==> src/rtl/phase_detector_pkg.sv <==
`default_nettype none
// ============================================================================
// Module      : phase_detector_pkg
// Description : Shared constants for the PLL phase detector and margin
//               statistics: zone encodings, error width, degree scale.
// Revision    : 1.0 - initial release
// ============================================================================
package phase_detector_pkg;

  localparam int PHASE_ERR_W = 16;

  // Margin-zone encodings
  localparam logic [1:0] ZONE_EARLY   = 2'b00;
  localparam logic [1:0] ZONE_ON_TIME = 2'b01;
  localparam logic [1:0] ZONE_LATE    = 2'b10;
  localparam logic [1:0] ZONE_WAY_OFF = 2'b11;

  // Degree scale: full 16-bit range = 360 degrees
  localparam logic [PHASE_ERR_W-1:0] DEG_22_5 = 16'h1000;
  localparam logic [PHASE_ERR_W-1:0] DEG_45   = 16'h2000;

  // Absolute value widened by one bit so that -180 degrees (0x8000)
  // maps to +0x8000 instead of overflowing back to itself.
  function automatic logic [PHASE_ERR_W:0] phase_abs(
    input logic signed [PHASE_ERR_W-1:0] e
  );
    logic signed [PHASE_ERR_W:0] ext;
    ext = {e[PHASE_ERR_W-1], e};
    phase_abs = e[PHASE_ERR_W-1] ? $unsigned(-ext) : $unsigned(ext);
  endfunction

endpackage
`default_nettype wire

==> src/rtl/phase_zone_classifier.sv <==
`default_nettype none
// ============================================================================
// Module      : phase_zone_classifier
// Description : Combinational margin-zone classification of a signed phase
//               error (early / on-time / late / way-off).
// Revision    : 1.0 - initial release
// ============================================================================
module phase_zone_classifier
  import phase_detector_pkg::*;
#(
  parameter logic [PHASE_ERR_W-1:0] ON_TIME_THRESH = DEG_22_5,
  parameter logic [PHASE_ERR_W-1:0] WAY_OFF_THRESH = DEG_45
) (
  input  logic signed [PHASE_ERR_W-1:0] phase_err,
  output logic        [1:0]             zone
);

  logic [PHASE_ERR_W:0] mag;

  assign mag = phase_abs(phase_err);

  // Priority: way-off, then on-time, then sign decides early vs late
  always_comb begin
    zone = ZONE_LATE;
    if (mag >= {1'b0, WAY_OFF_THRESH}) begin
      zone = ZONE_WAY_OFF;
    end else if (mag < {1'b0, ON_TIME_THRESH}) begin
      zone = ZONE_ON_TIME;
    end else if (phase_err > 0) begin
      zone = ZONE_EARLY;
    end
  end

endmodule
`default_nettype wire

==> src/rtl/phase_detector.sv <==
`default_nettype none
// ============================================================================
// Module      : phase_detector
// Description : Samples the NCO phase on each flux-edge strobe, produces a
//               signed 16-bit phase error and a margin zone, one cycle later.
// Revision    : 1.0 - initial release
// ============================================================================
module phase_detector
  import phase_detector_pkg::*;
#(
  parameter logic [PHASE_ERR_W-1:0] ON_TIME_THRESH = DEG_22_5,
  parameter logic [PHASE_ERR_W-1:0] WAY_OFF_THRESH = DEG_45
) (
  input  logic                   clk,
  input  logic                   reset,
  input  logic                   edge_detected,
  input  logic [31:0]            nco_phase,
  output logic [PHASE_ERR_W-1:0] phase_error,
  output logic                   error_valid,
  output logic [1:0]             margin_zone
);

  logic signed [PHASE_ERR_W-1:0] err_now;
  logic        [1:0]             zone_now;
  logic                          unused_low_bits;

  // Phase 0 is the bit-cell centre, so the upper half read as signed is
  // already the wrapped error; the low half is dropped by truncation.
  assign err_now         = $signed(nco_phase[31:16]);
  assign unused_low_bits = ^nco_phase[15:0];

  phase_zone_classifier #(
    .ON_TIME_THRESH (ON_TIME_THRESH),
    .WAY_OFF_THRESH (WAY_OFF_THRESH)
  ) u_zone (
    .phase_err (err_now),
    .zone      (zone_now)
  );

  // Capture error and zone on each strobe; hold otherwise; valid is sticky
  always_ff @(posedge clk) begin
    if (reset) begin
      phase_error <= '0;
      error_valid <= 1'b0;
      margin_zone <= ZONE_ON_TIME;
    end else if (edge_detected) begin
      phase_error <= err_now;
      error_valid <= 1'b1;
      margin_zone <= zone_now;
    end
  end

endmodule
`default_nettype wire

==> config.mk <==
export PLATFORM = sky130hd
export DESIGN_NAME = phase_detector
export DESIGN_NICKNAME = d
export VERILOG_FILES = /design/src/rtl/phase_detector_pkg.sv /design/src/rtl/phase_zone_classifier.sv /design/src/rtl/phase_detector.sv
export SDC_FILE = /design/constraint.sdc
export NUM_CORES = 1
export LEC_CHECK = 0
export ABC_AREA = 1
export CORE_MARGIN = 1.5
export CORE_UTILIZATION = 38
export CTS_BUF_LIST = sky130_fd_sc_hd__clkbuf_4
export CTS_CLUSTER_DIAMETER = 40
export DETAILED_ROUTE_END_ITERATION = 12
export HOLD_SLACK_MARGIN = 0.1
export MAX_ROUTING_LAYER = met4
export PLACE_DENSITY = 0.84
export SETUP_SLACK_MARGIN = 0.4
export SYNTH_ARGS = -nofsm -noshare
export SYNTH_HDL_FRONTEND = slang
export SYNTH_SLANG_ARGS = --single-unit
==> constraint.sdc <==
create_clock -name clk -period 1.3 [get_ports clk]
set_input_delay 0.26 -clock clk [delete_from_list [all_inputs] [get_ports clk]]
set_output_delay 0.26 -clock clk [all_outputs]
set_load 0.02 [all_outputs]
==> impl_metrics.py <==
metrics = {
    "clocking": {
        "cts_buffer_depth": 2,
        "cts_root_buf": "clkbuf_4",
        "cts_max_level": 1,
        "cts.sinks": 19,
        "clkSlewWorstSetupHoldPaths_ns": 0.11,
        "numCtsBuffers": 3,
        "tritoncts": "done",
        "clock_latency_ns": 0.29,
    },
    "die": {
        "core_area_mm2": 0.00225,
        "die_w_um": 52.4,
        "die_y_um": 52.4,
        "io_pins": 54,
        "start_util_pct": 41.1,
        "num_rows": 17,
        "dieArea_mm2": 0.00274,
    },
    "layout": {
        "nets": 226,
        "area_delta_synth_final_pct": 68.6,
        "stdcell_count": 217,
        "n_antenna_cell": 0,
        "layout-drive-gt1-share_pct": 52.4,
        "final_common_cell": "buf_6",
        "stdcell_area_mm2": 0.00156,
        "mostFrequentLayoutCells": "buf_6, nand2_1, dfxtp_2",
    },
    "power_and_ir_drop": {
        "power.total_mw": 1.38,
        "p_leak_nw": 0.752,
        "powerDensity_mw_per_mm2": 882,
        "ir_drop_mv": 0.548,
    },
    "setup_path": {
        "cp_slowest_stage_delay_ns": 0.12,
        "cp.arrival_ns": 1.32,
        "critical_path_class": "in -> reg",
        "cp-start-kind": "input port",
        "crit_path_end_kind": "flop",
        "cp_max_fo": 3,
        "required_ns": 1.50,
        "r2r-start": "phase_error[11]",
        "critPathMostFrequentCell": "nand2_1",
        "crit_path_start": "nco_phase[16]",
        "worstPathCellList": "buf_6 -> buf_6 -> inv_16 -> ha_4 -> nand2_4 -> nor2_4 -> nand2_2 -> nand3_2 -> nand2_1 -> nor2_1 -> nand3_1 -> nand2_1 -> nand2_1",
        "cp_slowest_cell": "buf_6",
    },
    "global_route": {
        "antenna_found_initial": 0,
        "gr-total-overflow": 0,
        "grt_pass1_wl_mm": 4.64,
        "grt_pass1_vias": 1047,
        "track_usage_pct": 23.8,
        "grt_max_degree": 15,
    },
    "synthesis": {
        "synth_compound_area_share_pct": 17.8,
        "synth.avg_cell_area_um2": 6.91,
        "ys_seq_elements": 19,
        "yosysTopAreaCell": "dfxtp_1",
        "synth_mux_area_share_pct": 0,
        "ys_seq_area_share_pct": 41.1,
        "synth_cell_types": 17,
        "synth_nets": 170,
        "ys.warnings.count": 0,
        "synth_top_family_by_area": "simple AND/OR/NAND/NOR gates",
        "syn_inst": 134,
        "syn_area_um2": 926,
        "synthAdderAreaFrac_pct": 1.35,
        "yosys.area_share.xor_xnor_pct": 0,
        "synth.top_cell.area_share_pct": 41.1,
        "ys_top_cells_by_area": "dfxtp_1, o21ai_0, nand2_1",
        "synthSimpleGateAreaFrac_pct": 29.1,
    },
    "placement": {
        "preCtsSetupSlack_ns": -0.469,
        "placed_cell_area_mm2": 0.00145,
        "dp.cells": 206,
        "dp_hpwl_mm": 1.98,
        "globalplace.congestion": 0.940,
        "io_buffers": 37,
    },
    "timing": {
        "timing.final.ws_setup_ns": 0.175,
        "relSlewSlack_pct": 85.4,
        "worst_pin_slew_ns": 0.218,
        "slew_viol_final": 0,
        "clock_skew_ns": 0,
        "setup_viol": 0,
        "grt_setup_unrepaired": "true",
        "period_needed_ns": 1.12,
        "min_period_over_period_pct": 86.5,
        "hold_violations": 0,
        "fmax_ghz": 0.889,
    },
    "min_path": {
        "hp-class": "in -> reg",
        "holdCritStartpoint": "nco_phase[23]",
    },
    "detailed_routing": {
        "first_iter_violations": 39,
        "vias": 1144,
        "firstDrtPassIters": 4,
        "drc": 0,
        "wl_per_cell_um": 14.2,
        "viasPerCell": 5.27,
        "ant_nets": 0,
        "wl_mm": 3.08,
    },
    "status": {
        "status": "completed",
    },
    "run": {
        "max_cap_viol_count": 0,
    },
}
[routing by layer]
layer / vias up / share of wire (%) / track usage [%]
met1: 537 / 38 / 26.9
met2: 57 / 52 / 41.7
met5: - / 0 / -
li1: 535 / - / -
met4: 0 / 3.7 / 12.4
met3: 15 / 6.0 / 1.71
[flip-flops by register name, summed over array words and instances (netlist names)]
signal,cells
error_valid,1
margin_zone,2
phase_error,16
[through the flow]
stage	hold WS [ns]	TNS (ns)	util, %
floorplan	0.332	0	-
CTS	0.215	0	68.9
detailed placement	0.454	-2.23	64.4
global route	0.219	0	69.3
finish	0.213	0	69.3
global placement	0.448	-1.56	64.4
[critical path, delay by kind of cell]
family        cells  cell delay, ns
simple gates      9            0.67
buf+inv           3            0.26
fa+ha+maj         1            0.12
[cells in the mapped netlist]
cell type / instances
nand2_1: 22
dfxtp_1: 19
o21ai_0: 17
a21oi_1: 16
inv_1: 16
nor2_1: 16
nand3_1: 6
nor2_2: 5
inv_2: 4
clkbuf_1: 3
nor2_4: 3
nand3_2: 2
buf_2: 1
buf_4: 1
ha_1: 1
nand2_2: 1
nor3_1: 1
[kinds of logic after synthesis]
group | after synthesis
adders and majority gates | 1
buffers and inverters | 25
AOI/OAI and AO/OA | 33
DFF | 19
and+or+nand+nor | 56
[path summary, 6_finish.rpt]
kind	slack [ns]	endpoint	cells past startpoint
setup reg to reg	0.53	phase_error[11]	3
hold / removal	0.21	phase_error[7]	3
hold reg to reg	0.50	error_valid	2
setup / recovery	0.18	margin_zone[0]	13
[cell type report]
class	instances	area [µm²]
multi-input cells	90	514
flip-flops and latches	19	403
clock buffers	4	30.0
fillers	190	693
repair buffers	54	462
inverters	20	103
well taps	28	35.0
repair inverters	2	15.0
[repair_timing]
action                                  in CTS  in global routing
hold endpoints to repair                     0                  0
hold buffers                                 0                  0
cloned                                       3                  0
pin swaps                                   18                 10
resized for setup                          182                 19
endpoints found under the setup margin      37                 36
buffers inserted                             2                  2
[report_power, final]
part,internal [mW],total (mW),switching (mW)
Clock,0.140,0.323,0.182
Combinational,0.183,0.397,0.214
Sequential,0.631,0.658,0.0268
Total,0.954,1.38,0.424
(Power assumes the default switching activity.)
